$ cat config.mk
export PLATFORM = sky130hd
export DESIGN_NAME = uart_tx_port_flat
export DESIGN_NICKNAME = d
export VERILOG_FILES = /design/src/rtl/uart_tx_port_if.sv /design/src/rtl/uart_tx_port.sv /design/src/flat_wrapper.sv
export SDC_FILE = /design/constraint.sdc
export NUM_CORES = 1
export LEC_CHECK = 0
export ABC_CLOCK_PERIOD_IN_PS = 3880
export CAP_MARGIN = 30
export CORE_MARGIN = 3
export CORE_UTILIZATION = 46
export CTS_CLUSTER_SIZE = 20
export DETAILED_ROUTE_END_ITERATION = 6
export PLACE_DENSITY = 0.72
export SETUP_SLACK_MARGIN = 0.4
export SYNTH_ARGS = -nofsm -noshare
export SYNTH_HDL_FRONTEND = slang
export SYNTH_SLANG_ARGS = --single-unit
$ cat constraint.sdc
create_clock -name clk -period 3.88 [get_ports clk]
set_input_delay 0.388 -clock clk [delete_from_list [all_inputs] [get_ports clk]]
set_output_delay 0.388 -clock clk [all_outputs]
set_load 0.1 [all_outputs]
$ cat src/rtl/uart_tx_port_if.sv
// CPU store-bus bundle seen by the serial output port: address, data and write strobe.
// No latency of its own: plain wires with no registers.
// No backpressure: the CPU never stalls, and the port only samples these signals.
// Ports (modports): master = CPU side (drives addr/data/wr), slave = port side (samples them).
interface uart_tx_port_if;
  logic [12:0] addr;
  logic [7:0]  data;
  logic        wr;

  modport master (output addr, output data, output wr);
  modport slave  (input addr, input data, input wr);
endinterface

$ cat src/rtl/uart_tx_port.sv
// Memory-mapped serial output stage: snoops CPU stores to IO_ADDR and sends each byte as an 8N1 frame on txd.
// Latency: from the clk edge that samples wr rising, txd falls two edges later; frames repeat every 10*CLKS_PER_BIT+1 cycles.
// No backpressure to the CPU: when the FIFO is full, the byte is dropped and the sticky overflow flag is set.
// Ports: clk, reset (async, active-high), bus (uart_tx_port_if.slave: addr/data/wr),
//        txd (serial out, idle high), busy, fifo_full, overflow (status, registered).
// Build option: UART_TX_PARITY_EN adds an even-parity bit between the data bits and the stop bit (8E1).
module uart_tx_port #(
  parameter logic [12:0] IO_ADDR      = 13'h1FFF,
  parameter int          CLKS_PER_BIT = 16,
  parameter int          FIFO_AW      = 2
) (
  input  logic          clk,
  input  logic          reset,
  uart_tx_port_if.slave bus,
  output logic          txd,
  output logic          busy,
  output logic          fifo_full,
  output logic          overflow
);

  localparam int               DEPTH     = 1 << FIFO_AW;
  localparam logic [FIFO_AW:0] CNT_FULL  = (FIFO_AW + 1)'(DEPTH);
  localparam logic [15:0]      BAUD_LAST = 16'(CLKS_PER_BIT - 1);

  typedef enum logic [2:0] {
    S_IDLE,
    S_START,
    S_DATA,
`ifdef UART_TX_PARITY_EN
    S_PARITY,
`endif
    S_STOP
  } state_t;

  state_t              state_q, state_d;
  logic [15:0]         baud_q, baud_d;
  logic [2:0]          bit_q, bit_d;
  logic [7:0]          shift_q, shift_d;
  logic                txd_d;
`ifdef UART_TX_PARITY_EN
  logic                parity_q, parity_d;
`endif

  logic                wr_q;
  logic [7:0]          mem [DEPTH];
  logic [FIFO_AW-1:0]  wptr_q, rptr_q;
  logic [FIFO_AW:0]    count_q;
  logic                fifo_empty, push_req, pop, push_ok, baud_last;

  assign fifo_empty = (count_q == '0);
  // The edge detect gives exactly one push per wr pulse, however long the CPU holds wr.
  assign push_req   = bus.wr && !wr_q && (bus.addr == IO_ADDR);
  assign pop        = (state_q == S_IDLE) && !fifo_empty;
  // A full FIFO can still take a byte when its head leaves in the same cycle.
  assign push_ok    = push_req && ((count_q != CNT_FULL) || pop);
  assign baud_last  = (baud_q == BAUD_LAST);

  always_ff @(posedge clk or posedge reset) begin
    if (reset) begin
      wr_q      <= 1'b0;
      wptr_q    <= '0;
      rptr_q    <= '0;
      count_q   <= '0;
      overflow  <= 1'b0;
      busy      <= 1'b0;
      fifo_full <= 1'b0;
      for (int i = 0; i < DEPTH; i++) mem[i] <= '0;
    end else begin
      wr_q <= bus.wr;
      if (push_ok) begin
        mem[wptr_q] <= bus.data;
        wptr_q      <= wptr_q + 1'b1;
      end
      if (pop) rptr_q <= rptr_q + 1'b1;
      if (push_ok && !pop)      count_q <= count_q + 1'b1;
      else if (!push_ok && pop) count_q <= count_q - 1'b1;
      if (push_req && !push_ok) overflow <= 1'b1;
      busy      <= (state_q != S_IDLE) || !fifo_empty;
      fifo_full <= (count_q == CNT_FULL);
    end
  end

  // txd is registered from the current state, which adds one cycle to every bit boundary.
  always_ff @(posedge clk or posedge reset) begin
    if (reset) begin
      state_q  <= S_IDLE;
      baud_q   <= '0;
      bit_q    <= '0;
      shift_q  <= '0;
      txd      <= 1'b1;
`ifdef UART_TX_PARITY_EN
      parity_q <= 1'b0;
`endif
    end else begin
      state_q  <= state_d;
      baud_q   <= baud_d;
      bit_q    <= bit_d;
      shift_q  <= shift_d;
      txd      <= txd_d;
`ifdef UART_TX_PARITY_EN
      parity_q <= parity_d;
`endif
    end
  end

  always_comb begin
    state_d  = state_q;
    baud_d   = baud_q;
    bit_d    = bit_q;
    shift_d  = shift_q;
    txd_d    = 1'b1;
`ifdef UART_TX_PARITY_EN
    parity_d = parity_q;
`endif
    case (state_q)
      S_IDLE: begin
        txd_d = 1'b1;
        if (!fifo_empty) begin
          shift_d  = mem[rptr_q];
`ifdef UART_TX_PARITY_EN
          parity_d = ^mem[rptr_q];
`endif
          baud_d   = '0;
          state_d  = S_START;
        end
      end
      S_START: begin
        txd_d = 1'b0;
        if (baud_last) begin
          baud_d  = '0;
          bit_d   = '0;
          state_d = S_DATA;
        end else begin
          baud_d = baud_q + 16'd1;
        end
      end
      S_DATA: begin
        txd_d = shift_q[0];
        if (baud_last) begin
          baud_d  = '0;
          shift_d = {1'b0, shift_q[7:1]};
          if (bit_q == 3'd7) begin
`ifdef UART_TX_PARITY_EN
            state_d = S_PARITY;
`else
            state_d = S_STOP;
`endif
          end else begin
            bit_d = bit_q + 3'd1;
          end
        end else begin
          baud_d = baud_q + 16'd1;
        end
      end
`ifdef UART_TX_PARITY_EN
      S_PARITY: begin
        txd_d = parity_q;
        if (baud_last) begin
          baud_d  = '0;
          state_d = S_STOP;
        end else begin
          baud_d = baud_q + 16'd1;
        end
      end
`endif
      S_STOP: begin
        txd_d = 1'b1;
        if (baud_last) begin
          baud_d  = '0;
          state_d = S_IDLE;
        end else begin
          baud_d = baud_q + 16'd1;
        end
      end
      default: begin
        state_d = S_IDLE;
      end
    endcase
  end

endmodule
$ cat src/flat_wrapper.sv
// flat-port wrapper written by rule: the top's interface ports become plain ports
module uart_tx_port_flat 
#(
  parameter logic [12:0] IO_ADDR      = 13'h1FFF,
  parameter int          CLKS_PER_BIT = 16,
  parameter int          FIFO_AW      = 2
)
  (clk, reset, txd, busy, fifo_full, overflow, bus_addr, bus_data, bus_wr);
  uart_tx_port_if bus_i ();
  input  logic clk;
  input  logic reset;
  output logic txd;
  output logic busy;
  output logic fifo_full;
  output logic overflow;
  input wire logic [$bits(bus_i.addr)-1:0] bus_addr;
  input wire logic [$bits(bus_i.data)-1:0] bus_data;
  input wire logic [$bits(bus_i.wr)-1:0] bus_wr;
  assign bus_i.addr = bus_addr;
  assign bus_i.data = bus_data;
  assign bus_i.wr = bus_wr;
  uart_tx_port #(.IO_ADDR(IO_ADDR), .CLKS_PER_BIT(CLKS_PER_BIT), .FIFO_AW(FIFO_AW)) u_core (.clk(clk), .reset(reset), .bus(bus_i), .txd(txd), .busy(busy), .fifo_full(fifo_full), .overflow(overflow));
endmodule
==> impl_metrics.toml <==
[run_status]
outcome = "finished, final reports clean"

[timing]
finalHoldViolCount = 0
slew_headroom_pct = 34.9
fin_tns_setup_ps = 0
max_freq_mhz = 369
fin_crit_sh_pct = 69.8
rsz0062_at_grt = "false"
worstMarginPinSlew_ps = 973
slew_violations = 0
finalSetupViolCount = 0
finClkSkew_ps = 7.12
final.min_clock_period_ps = 2710

[setup_path]
worst_ep_required_time_ps = 4150
critPathLaunch = "bus_addr[10]"
r2r_end = "u_core.count_q[2]"
r2r_cells = 10
startpoint_type = "input port"
path_class = "in2reg"
r2r_start = "u_core.wr_q"
timing.reg2reg.setup_slack_ps = 1280
arrival_ps = 2980
end_kind = "register"
worstPathMaxFanout = 6

[finish]
final_util_pct = 56.5
final_cell_mix = "dfrtp_1 (72), mux2_2 (43), nand2_1 (27), clkdlybuf4s50_1 (27), ha_1 (13)"
layout_commonest_cell = "dfrtp_1"
synthToLayoutAreaGrowth_pct = 16.6
layout.nets = 361
n_antenna_cell = 0
drive_above_1_share_pct = 25.0

[floorplan]
rows = 31
floorplan.io_pins = 28
die_width_um = 94.4
die_area_um2 = 8910
core_um2 = 7410
die_y_um = 94.4
initial_core_util_pct = 48.5

[synthesis]
postSynthCellCount = 289
synth_edf_count = 0
synth_compound_area_share_pct = 6.06
ys_ff_latch = 73
yosys.area_share.xor_xnor_pct = 2.92
synth_top_area_share_pct = 50.1
netlist_top_cells_area = "dfrtp_1 (50%), mux2_2 (13%), mux4_2 (5.0%), ha_1 (4.5%), nand2_1 (2.8%)"
synth_cell_types = 44
ys.flop_type = "dfrtp_1"
synthAdderAreaFrac_pct = 5.08
syn_area_per_cell_um2 = 12.4
synth_fp_nets = 327
synthArstFlopShare_pct = 100
muxShareOfSynthArea_pct = 19.0
yosys.area_share.simple_pct = 13.8
synth_area_um2 = 3590
synth_top_family_by_area = "multiplexers"
ys_warn_count = 0
synth-seq-area-share_pct = 50.9
synth.largest_area_cell = "dfrtp_1"

[clock_tree]
cts_root_buffer = "clkbuf_8"
clk_pin_slew_ps = 80
cts-htree-levels = 3
clock_sinks = 73
clock_latency_ps = 350
tritoncts = "yes"
hold_buffers = 0
cts.repair_timing.setup_buffer_count = 0
cts_resized = 0
cts_made_buffers = 9
cts_buffer_depth = 2

[min_path]
hold_end = "u_core.overflow"
min-delay-start = "u_core.overflow"
min_path_type = "reg2reg"
holdPathStages = 1

[pwr]
vdd_drop_max_mv = 0.193
power_density_nw_per_um2 = 340
switching_share_pct = 23.2
power_frac_clock_pct = 43.4
p_seq_share_pct = 53.4
intPower_mw = 1.09
comb_power_share_pct = 3.1
power_mw = 1.42
p_sw_mw = 0.331
leakage_nw = 1.91

[job]
max_cap_violations = 0

[drt]
vias = 2304
drt_pre_antenna_iters = 4
drcViolationCount = 0
ant_nets = 0
drt_iter0_markers = 81
viasPerCell = 5.40
finalWirelength_um = 6300
post_drt_wl_per_cell_um = 14.8

[global_route]
gr-total-overflow = 0
grt.total_usage_pct = 15.9
grt_pass1_vias = 2409
grt_max_degree = 37
antenna_found_initial = 0
grt_pass1_wl_um = 11000

[placed_design]
portBuffers = 27
dp_hpwl_um = 4490
place_congestion = 0.806
registers in the layout, indices dropped and copies added (netlist names):
name,count
u_core.shift_q,8
u_core.busy,1
u_core.baud_q,16
u_core.bit_q,3
u_core.wptr_q,2
u_core.state_q,2
u_core.wr_q,1
u_core.count_q,3
u_core.fifo_full,1
u_core.mem,32
u_core.txd,1
u_core.overflow,1
u_core.rptr_q,2
synth_stat cells (7+ instances only):
| cell type | instances |
|---|---|
| ha_1 | 13 |
| mux2_2 | 43 |
| inv_1 | 13 |
| o21ai_0 | 7 |
| nor2_1 | 9 |
| nand4_1 | 7 |
| dfrtp_1 | 72 |
| mux4_2 | 8 |
| a21oi_1 | 10 |
| nand2_1 | 27 |
per-stage QoR:
stage                     hold WS, ps  setup WS (ps)  instances  instance area (µm²)
after floorplan                   419           1480        289                 3590
after global placement            450            877        410                 3970
after detailed placement          448            769        411                 3980
after CTS                         473           1150        427                 4190
after global routing              486            962        427                 4190
final                             462           1170        427                 4190
how the worst max path moves through the flow:
stage	slack, ps	cells after the start	end
finish	1170	11	u_core.count_q[2]
global placement	880	11	u_core.count_q[2]
floorplan	1480	10	u_core.count_q[2]
global route	960	11	u_core.count_q[2]
detailed placement	770	11	u_core.count_q[2]
CTS	1150	11	u_core.count_q[2]
worst max-delay path, cell delays in order:
cell	delay, ps
clkdlybuf4s50_1	460
nand4_1	110
nor4_2	670
nand2_1	220
inv_1	100
ha_1	180
inv_1	60
fa_1	370
xor2_1	150
nor2_1	110
xor2_1	150
cell families (layout without fill, tap and decap cells):
| family | after synthesis | after routing |
|---|---|---|
| simple gates | 85 | 85 |
| flops | 73 | 73 |
| mux | 53 | 53 |
| compound gates | 32 | 32 |
| buf+inv | 20 | 59 |
| fa+ha+maj | 14 | 14 |
| xor+xnor | 12 | 12 |
power groups by stage:
stage | clock (mW) | sequential [mW] | combinational (mW)
finish | 0.619 | 0.761 | 0.0447
detailed placement | 0 | 0.776 | 0.0461
CTS | 0.641 | 0.761 | 0.0464
floorplan | 0 | 0.776 | 0.0129
global placement | 0 | 0.776 | 0.0454
global route | 0.673 | 0.761 | 0.0497
area by class of cell:
type                    count  area [µm²]
clock buffers               9         124
clock inverters             7        85.1
fillers                   610        3220
inverters                  13        48.8
multi-input cells         196        1690
flip-flops and latches     73        1830
well taps                  99         124
repair buffers             30         293
layer usage:
| metal | global-route usage, % | up-vias | wire (µm) |
|---|---|---|---|
| met4 | 4.93 | 0 | 62 |
| met2 | 27.0 | 44 | 3160 |
| met3 | 5.02 | 7 | 301 |
| met1 | 19.3 | 1133 | 2770 |
| met5 | 0 | - | 0 |
| li1 | - | 1120 | - |
Note: power is estimated with default switching activity, not from simulation.
